==> src/rtl/adapter_dl_scheduler.sv <==
// Downlink adapter sequencer: one frame-aligned FSM that paces capture, lane shifting
// and FIFO reads, and latches sticky overflow/underflow from the FIFO fill level.
module adapter_dl_scheduler #(
  parameter int LANES           = 8,
  parameter int SLOT_CYCLES     = 4,
  parameter int CAPTURE_OFFSET  = 18,
  parameter int PREFILL_WORDS   = 8,
  parameter int FIFO_ADDR_WIDTH = 4,
  localparam int LANE_W         = (LANES > 1) ? $clog2(LANES) : 1
) (
  input  logic                     clk_1,
  input  logic                     rst_n,
  input  logic                     enable,
  input  logic                     iq_rx_data_valid,
  input  logic [FIFO_ADDR_WIDTH:0] fifo_level,
  input  logic                     err_clear,
  output logic                     capture_stb,
  output logic                     shift_stb,
  output logic [LANE_W-1:0]        lane_sel,
  output logic                     fifo_rd_stb,
  output logic                     running,
  output logic                     overflow_err,
  output logic                     underflow_err,
  output logic [2:0]               state
);

  localparam int FRAME_CYCLES = LANES * SLOT_CYCLES;
  localparam int FRAME_W      = (FRAME_CYCLES > 1) ? $clog2(FRAME_CYCLES) : 1;
  localparam int SLOT_W       = (SLOT_CYCLES > 1) ? $clog2(SLOT_CYCLES) : 1;

  localparam logic [FRAME_W-1:0]         CAP_CNT     = FRAME_W'(CAPTURE_OFFSET);
  localparam logic [FRAME_W-1:0]         FRAME_LAST  = FRAME_W'(FRAME_CYCLES - 1);
  localparam logic [SLOT_W-1:0]          SLOT_LAST   = SLOT_W'(SLOT_CYCLES - 1);
  localparam logic [SLOT_W-1:0]          SHIFT_SLOT  = SLOT_W'(CAPTURE_OFFSET % SLOT_CYCLES);
  localparam logic [LANE_W-1:0]          LANE_LAST   = LANE_W'(LANES - 1);
  localparam logic [FIFO_ADDR_WIDTH:0]   FIFO_FULL   = (FIFO_ADDR_WIDTH+1)'(2**FIFO_ADDR_WIDTH);
  localparam logic [FIFO_ADDR_WIDTH:0]   PREFILL_LVL = (FIFO_ADDR_WIDTH+1)'(PREFILL_WORDS);

  typedef enum logic [2:0] {
    S_IDLE    = 3'd0,
    S_ALIGN   = 3'd1,
    S_PREFILL = 3'd2,
    S_RUN     = 3'd3,
    S_ERROR   = 3'd4
  } state_t;

  state_t              r_state;
  state_t              w_state_next;
  logic [FRAME_W-1:0]  r_frame_cnt;
  logic [SLOT_W-1:0]   r_slot_cnt;
  logic [SLOT_W-1:0]   r_rd_cnt;
  logic [LANE_W-1:0]   r_lane;
  logic                r_capture_stb;
  logic                r_shift_stb;
  logic                r_rd_stb;
  logic                r_running;
  logic                r_ovf;
  logic                r_unf;

  logic w_active;
  logic w_cap_due;
  logic w_shift_due;
  logic w_rd_due;
  logic w_ovf_hit;
  logic w_unf_hit;
  logic w_issue;

  // The slot counter runs in lockstep with the frame counter, so the shift phase
  // is a fixed slot index rather than a modulo of the frame count.
  always_comb begin
    w_active     = (r_state == S_ALIGN) || (r_state == S_PREFILL) || (r_state == S_RUN);
    w_cap_due    = w_active && (r_frame_cnt == CAP_CNT);
    w_shift_due  = ((r_state == S_PREFILL) || (r_state == S_RUN)) && (r_slot_cnt == SHIFT_SLOT);
    w_rd_due     = (r_state == S_RUN) && (r_rd_cnt == '0);
    w_ovf_hit    = w_shift_due && (fifo_level == FIFO_FULL);
    w_unf_hit    = w_rd_due && (fifo_level == '0);
    w_state_next = r_state;
    case (r_state)
      S_IDLE:    if (iq_rx_data_valid) w_state_next = S_ALIGN;
      S_ALIGN:   if (w_cap_due) w_state_next = S_PREFILL;
      S_PREFILL: begin
        if (w_ovf_hit || w_unf_hit)       w_state_next = S_ERROR;
        else if (fifo_level >= PREFILL_LVL) w_state_next = S_RUN;
      end
      S_RUN:     if (w_ovf_hit || w_unf_hit) w_state_next = S_ERROR;
      S_ERROR:   if (err_clear) w_state_next = S_IDLE;
      default:   w_state_next = S_IDLE;
    endcase
    if (!enable) w_state_next = S_IDLE;
    w_issue = (w_state_next == S_PREFILL) || (w_state_next == S_RUN);
  end

  always_ff @(posedge clk_1 or negedge rst_n) begin
    if (!rst_n) begin
      r_state       <= S_IDLE;
      r_frame_cnt   <= '0;
      r_slot_cnt    <= '0;
      r_rd_cnt      <= '0;
      r_lane        <= '0;
      r_capture_stb <= 1'b0;
      r_shift_stb   <= 1'b0;
      r_rd_stb      <= 1'b0;
      r_running     <= 1'b0;
      r_ovf         <= 1'b0;
      r_unf         <= 1'b0;
    end else begin
      r_state <= w_state_next;

      // The aligning edge and any return to IDLE both zero the frame timing.
      if ((w_state_next == S_IDLE) || (r_state == S_IDLE)) begin
        r_frame_cnt <= '0;
        r_slot_cnt  <= '0;
      end else if (w_active && (w_state_next != S_ERROR)) begin
        r_frame_cnt <= (r_frame_cnt == FRAME_LAST) ? '0 : r_frame_cnt + 1'b1;
        r_slot_cnt  <= (r_slot_cnt == SLOT_LAST) ? '0 : r_slot_cnt + 1'b1;
      end

      if (r_state != S_RUN)
        r_rd_cnt <= '0;
      else if (w_state_next == S_RUN)
        r_rd_cnt <= (r_rd_cnt == SLOT_LAST) ? '0 : r_rd_cnt + 1'b1;

      if (w_state_next == S_IDLE)
        r_lane <= '0;
      else if (r_shift_stb)
        r_lane <= (r_lane == LANE_LAST) ? '0 : r_lane + 1'b1;

      r_capture_stb <= w_issue && w_cap_due;
      r_shift_stb   <= w_issue && w_shift_due && !w_ovf_hit;
      r_rd_stb      <= w_issue && w_rd_due && !w_unf_hit;
      r_running     <= (w_state_next == S_RUN);

      // A fresh error wins over a coincident clear so it is never lost.
      if (w_ovf_hit)      r_ovf <= 1'b1;
      else if (err_clear) r_ovf <= 1'b0;
      if (w_unf_hit)      r_unf <= 1'b1;
      else if (err_clear) r_unf <= 1'b0;
    end
  end

  assign capture_stb   = r_capture_stb;
  assign shift_stb     = r_shift_stb;
  assign lane_sel      = r_lane;
  assign fifo_rd_stb   = r_rd_stb;
  assign running       = r_running;
  assign overflow_err  = r_ovf;
  assign underflow_err = r_unf;
  assign state         = r_state;

endmodule

==> config.mk <==
export PLATFORM = sky130hd
export DESIGN_NAME = adapter_dl_scheduler
export DESIGN_NICKNAME = d
export VERILOG_FILES = /design/src/rtl/adapter_dl_scheduler.sv
export SDC_FILE = /design/constraint.sdc
export NUM_CORES = 1
export LEC_CHECK = 0
export ABC_CLOCK_PERIOD_IN_PS = 1500
export BUFFER_PORTS_ARGS = -buffer_cell sky130_fd_sc_hd__buf_2
export CAP_MARGIN = 0
export CORE_MARGIN = 5
export CORE_UTILIZATION = 39
export CTS_CLUSTER_DIAMETER = 120
export DETAILED_ROUTE_END_ITERATION = 8
export PLACE_DENSITY_LB_ADDON = 0.2
export SKIP_CTS_REPAIR_TIMING = 1
export SYNTH_ARGS = -nofsm -noshare
export SYNTH_HDL_FRONTEND = slang
export SYNTH_SLANG_ARGS = --single-unit
==> constraint.sdc <==
create_clock -name clk_1 -period 1.5 [get_ports clk_1]
set_input_delay 0.15 -clock clk_1 [delete_from_list [all_inputs] [get_ports clk_1]]
set_output_delay 0.15 -clock clk_1 [all_outputs]
set_load 0.01 [all_outputs]
== Word-level counts from Yosys, hierarchy flattened ==
Index checks and enable logic that the tools add are counted.

* Output and inout bits: 12
* Word-level logic and storage cells: 82
* Register bits: 21
* Bits of input ports: 10

* $add $sub $neg: 4
* Equality and inequality tests: 15
* $lt $le $gt $ge: 1
* Muxes and demuxes: 23
* Reduce and logical (&&, ||, !) cells: 28

{| class="wikitable"
|+ Operators by type and width
! operator !! number
|-
| $mux 3 || 10
|-
| $eq 5x5->1 const B || 3
|-
| $mux 5 || 3
|-
| $pmux 3 s5 || 1
|-
| $eq 3x2->1 const B || 4
|-
| $mux 2 || 6
|-
| $logic_and 1x1->1 || 11
|-
| $reduce_bool 2->1 || 5
|-
| $eq 2x2->1 const B || 3
|-
| $eq 3x3->1 const B || 2
|-
| $logic_not 3->1 || 2
|-
| $logic_or 1x1->1 || 6
|-
| $add 5x1->5 const B || 1
|-
| $ge 5x4->1 const B || 1
|-
| $logic_not 5->1 || 1
|-
| $add 2x1->2 const B || 2
|-
| $add 3x1->3 const B || 1
|-
| $eq 3x1->1 const B || 1
|-
| $mux 1 || 3
|-
| $ne 3x2->1 const B || 1
|-
| $ne 3x3->1 const B || 1
|-
| $logic_not 1->1 || 2
|-
| $logic_not 2->1 || 1
|}

== Depth between registers and ports, before layout ==
* Word-level depth: 12
* Depth in mapped cells: 6
* Mapped depth without buffers: 6

== Least setup slack after synthesis ==
No wires, ideal clock.

* Path type: input -> register
* Start point: input port fifo_level[1]
* End point: register r_frame_cnt[2]
* Arrival time: 1,565 ps
* Path buffers: 1
* Required time: 1,376 ps
* Path slack: -189 ps
* Stages: 5
* Setup time: 124 ps
* Cell sequence: or4_1 buf_2 a211o_4 and4b_1 a211o_1

* Longest elaborated chain between the ends: 9
* Elaborated cells between the ends (all ways): 17
* Those cells by class: order compare (1); eq/ne (2); mux (6); reduce/logical (8)

{| class="wikitable"
|+ Ends and longest elaborated chain
! what !! RTL line !! text
|-
| from (decl) || 15 || <nowiki>input logic [FIFO_ADDR_WIDTH:0] fifo_level,</nowiki>
|-
| parallel branches: the longest is 4 deep, another holds $ge 5x4->1 || -- ||
|-
| $pmux 3 s5 * || 78 || <nowiki>case (r_state)</nowiki>
|-
| $mux 3 * || 89 || <nowiki>if (!enable) w_state_next = S_IDLE;</nowiki>
|-
| $ne 3x3->1 or $logic_not 3->1 (tied branches) || 113, 110 ||
|-
| $logic_and 1x1->1 or $logic_or 1x1->1 (tied branches) || 113, 110 ||
|-
| $reduce_bool 2->1 (no line) or $mux 5 (tied branches) || -- ||
|-
| to (signal assigned) || 114 || <nowiki>r_frame_cnt <= (r_frame_cnt == FRAME_LAST) ? '0 : r_frame_cnt + 1'b1;</nowiki>
|-
| to (decl) || 49 || <nowiki>logic [FRAME_W-1:0] r_frame_cnt;</nowiki>
|}

Every way passes the cells marked *.
A chain may end at the register's enable or synchronous reset.

== Worst setup path in the final report ==
* Start point: register r_rd_cnt[0]
* End point: register r_frame_cnt[3]

* Longest elaborated chain between the ends: 10
* Elaborated cells between the ends (all ways): 14
* Those cells by class: eq/ne (1); mux (5); reduce/logical (8)

{| class="wikitable"
|+ Ends and longest elaborated chain
! what !! RTL line !! text
|-
| from (decl) || 51 || <nowiki>logic [SLOT_W-1:0] r_rd_cnt;</nowiki>
|-
| from (signal assigned) || 121 || <nowiki>r_rd_cnt <= (r_rd_cnt == SLOT_LAST) ? '0 : r_rd_cnt + 1'b1;</nowiki>
|-
| $logic_not 2->1 * || 74 || <nowiki>w_rd_due = (r_state == S_RUN) && (r_rd_cnt == '0);</nowiki>
|-
| $logic_and 1x1->1 * || 74 ||
|-
| $logic_and 1x1->1 * || 76 || <nowiki>w_unf_hit = w_rd_due && (fifo_level == '0);</nowiki>
|-
| $logic_or 1x1->1 * || 82, 85 ||
|-
| $mux 3, on equally long branches || 85, 82 ||
|-
| $pmux 3 s5 * || 78 ||
|-
| $mux 3 * || 89 ||
|-
| $ne 3x3->1 or $logic_not 3->1 (tied branches) || 113, 110 ||
|-
| $logic_and 1x1->1 or $logic_or 1x1->1 (tied branches) || 113, 110 ||
|-
| $reduce_bool 2->1 (no line) or $mux 5 (tied branches) || -- ||
|}

Every way passes the cells marked *; elsewhere a longest branch is shown, timed or not.

==> impl_metrics.env <==
export IMPL_synth_xor_xnor_area_share=0
export IMPL_grt_usage=0.132
export IMPL_drv_slew=0
export IMPL_start_util=0.407
export IMPL_clock_latency_ns=0.31
export IMPL_hpwlAfterDp_um=2040
export IMPL_ir_drop_mv=0.637
export IMPL_p_leak_nw=0.829
export IMPL_cts_buffers=3
export IMPL_firstDrtPassIters=4
export IMPL_fin_ws_ns=-0.175
export IMPL_drtAntennaViolNets=0
export IMPL_syn_nets=126
export IMPL_die_h_um=63.6
export IMPL_rr_worst_depth=6
export IMPL_cpPeakStageDelay_ns=0.40
export IMPL_vias_per_cell=5.12
export IMPL_worstHoldPathCells=2
export IMPL_grt_ovfl_total=0
export IMPL_required_ns=1.71
export IMPL_die_w_um=63.6
export IMPL_status="finished, violations left"
export IMPL_placed_area_um2=1460
export IMPL_grt_pass1_vias=942
export IMPL_synth_seq_area_share=0.469
export IMPL_clockBufferDepth=2
export IMPL_drv_cap=0
export IMPL_final_period_utilization=1.12
export IMPL_grt_pass1_wl_um=4260
export IMPL_synthCells=107
export IMPL_yosys_area_share_simple=0.235
export IMPL_n_antenna_cell=0
export IMPL_synthesis_area_um2=1120
export IMPL_syn_to_final_growth_pct=41.7
export IMPL_core_rowCount=19
export IMPL_endpoint_kind="flip-flop"
export IMPL_grt_max_degree=22
export IMPL_max_freq_mhz=597
export IMPL_setup_tns_ns=-1.04
export IMPL_wl_per_cell_um=13.6
export IMPL_clock_skew_ns=0.00638
export IMPL_final_cell_mix="buf_4, dfrtp_1, buf_2, nor2_1, inv_1"
export IMPL_crit_slowest_cell="dfrtp_1"
export IMPL_nets=182
export IMPL_wirelength_um=2630
export IMPL_cts_tree="yes"
export IMPL_drive_above_1_share=0.481
export IMPL_antenna_found_initial=0
export IMPL_synth_compound_area_share=0.124
export IMPL_finish_utilization=0.576
export IMPL_dr_first_iter_drc_count=22
export IMPL_dieArea_um2=4050
export IMPL_gp_congestion=0.802
export IMPL_synth_fa_ha_area_frac=0.100
export IMPL_clkTransAtPathRegs_ns=0.12
export IMPL_violations="setup timing"
export IMPL_cp_start_kind="flip-flop"
export IMPL_final_common_cell="buf_4"
export IMPL_pre_cts_ws_ns=-0.207
export IMPL_worstPathCellList="inv_1, ha_2, nand3b_1, a211o_4, and2_4, a221o_1"
export IMPL_synthMuxAreaShare=0.0368
export IMPL_tightestPinTransition_ns=0.483
export IMPL_cp_data_arrival_time_ns=1.88
export IMPL_synth_top_family_by_area="simple AND/OR/NAND/NOR gates"
export IMPL_htreeDepth=1
export IMPL_rsz0062_at_grt="true"
export IMPL_setup_violations_final=10
export IMPL_vias=989
export IMPL_hp_class="input pin to flip-flop"
export IMPL_cts_sinks=21
export IMPL_synth_seq_cells=21
export IMPL_pin_count=22
export IMPL_worstSetupPathType="flip-flop to flip-flop"
export IMPL_critPathMaxFanout=6
export IMPL_syn_area_per_cell_um2=10.5
export IMPL_yosysWarnings=0
export IMPL_power_density_nw_per_um2=603
export IMPL_hold_violations=0
export IMPL_portBuffers=21
export IMPL_cts_root_buf="clkbuf_4"
export IMPL_final_cell_area_um2=1590
export IMPL_core_um2=2760
export IMPL_relSlewSlack=0.678
export IMPL_ys_types=39
export IMPL_p_total_uw=958
export IMPL_drc=0
export IMPL_period_needed_ns=1.68
-- registers in the layout (all words and copies together) (netlist names) --
register / cells
r_frame_cnt: 5
overflow_err: 1
lane_sel: 3
r_rd_cnt: 2
shift_stb: 1
r_slot_cnt: 2
running: 1
state: 3
capture_stb: 1
underflow_err: 1
fifo_rd_stb: 1
-- critical path, delay by kind of cell (launching register included) --
kind / cells / cell delay (ns)
AOI/OAI and AO/OA: 2 / 0.66
DFF: 1 / 0.40
buffers and inverters: 1 / 0.06
adders and majority gates: 1 / 0.17
and+or+nand+nor: 2 / 0.28
-- worst paths after layout --
| check | start | to | slack, ns |
|---|---|---|---|
| max | r_rd_cnt[0] | r_frame_cnt[3] | -0.18 |
| min | err_clear | underflow_err | 0.06 |
| max reg2reg | r_rd_cnt[0] | r_frame_cnt[3] | -0.18 |
| min reg2reg | overflow_err | overflow_err | 0.53 |
| max in group asynchronous | rst_n | lane_sel[1] | 0.84 |
| min in group asynchronous | rst_n | r_rd_cnt[1] | 0.33 |
-- cells by family (layout without fill, tap and decap cells) --
| family | after synthesis | in the layout |
|---|---|---|
| adder cells (fa/ha/maj) | 9 | 9 |
| buffers and inverters | 10 | 65 |
| flip-flops | 21 | 21 |
| multiplexers | 4 | 4 |
| AO/OA/AOI/OAI | 17 | 17 |
| AND/OR/NAND/NOR | 46 | 46 |
-- power breakdown --
| group | leakage, nW | switching [mW] | internal (mW) | total, mW |
|---|---|---|---|---|
| Sequential | 0.291 | 0.00510 | 0.572 | 0.577 |
| Clock | 0.0177 | 0.175 | 0.0995 | 0.275 |
| Combinational | 0.520 | 0.0562 | 0.0499 | 0.106 |
| Total | 0.829 | 0.236 | 0.721 | 0.958 |
-- synth_stat cells --
cell type | count | area [µm²]
nor4bb_1 | 1 | 10.0
o22ai_1 | 1 | 6.26
a211o_1 | 1 | 8.76
o21bai_2 | 1 | 11.3
nand2_1 | 7 | 26.3
and4_1 | 1 | 8.76
and2_1 | 2 | 12.5
nand4_1 | 2 | 12.5
nor3_1 | 4 | 20.0
and3_2 | 1 | 7.51
mux2_2 | 1 | 11.3
nor3b_1 | 3 | 22.5
dfrtp_1 | 21 | 526
and4b_2 | 1 | 11.3
o21ai_0 | 3 | 15.0
and3_1 | 1 | 6.26
nand2b_1 | 1 | 6.26
nand3b_1 | 2 | 15.0
a22o_1 | 1 | 8.76
a221o_1 | 1 | 10.0
or3_1 | 1 | 6.26
and2_4 | 1 | 8.76
o2bb2ai_1 | 1 | 8.76
and4b_1 | 2 | 20.0
inv_1 | 9 | 33.8
nor2b_1 | 1 | 6.26
a211o_4 | 1 | 17.5
a22o_2 | 1 | 10.0
o32ai_1 | 1 | 8.76
a32o_1 | 1 | 10.0
nor4_1 | 1 | 6.26
a21o_2 | 1 | 8.76
ha_1 | 9 | 113
a21oi_1 | 3 | 15.0
nand3_1 | 1 | 5.00
nor2_1 | 12 | 45.0
buf_2 | 1 | 5.00
mux2i_1 | 3 | 30.0
or4_1 | 1 | 7.51
-- stage by stage --
stage / std cells / hold WS (ns)
after detailed placement: 182 / 0.138
final: 193 / 0.0591
after global placement: 182 / 0.140
after floorplan: 107 / -0.146
after global routing: 193 / 0.0433
after CTS: 186 / -0.209
-- routing by layer --
layer	routed length, µm	track usage
met1	1150	0.165
met2	1330	0.218
met3	131	0.0497
met4	13	0.0234
met5	0	0
-- cell type report --
type	instances	area (µm²)
fillers	254	1170
multi-input cells	76	623
flip-flops and latches	21	526
repair buffers	52	340
well taps	31	38.8
inverters	9	33.8
clock buffers	3	22.5
clock inverters	1	5.00
Power figures use the tool's default switching activity.
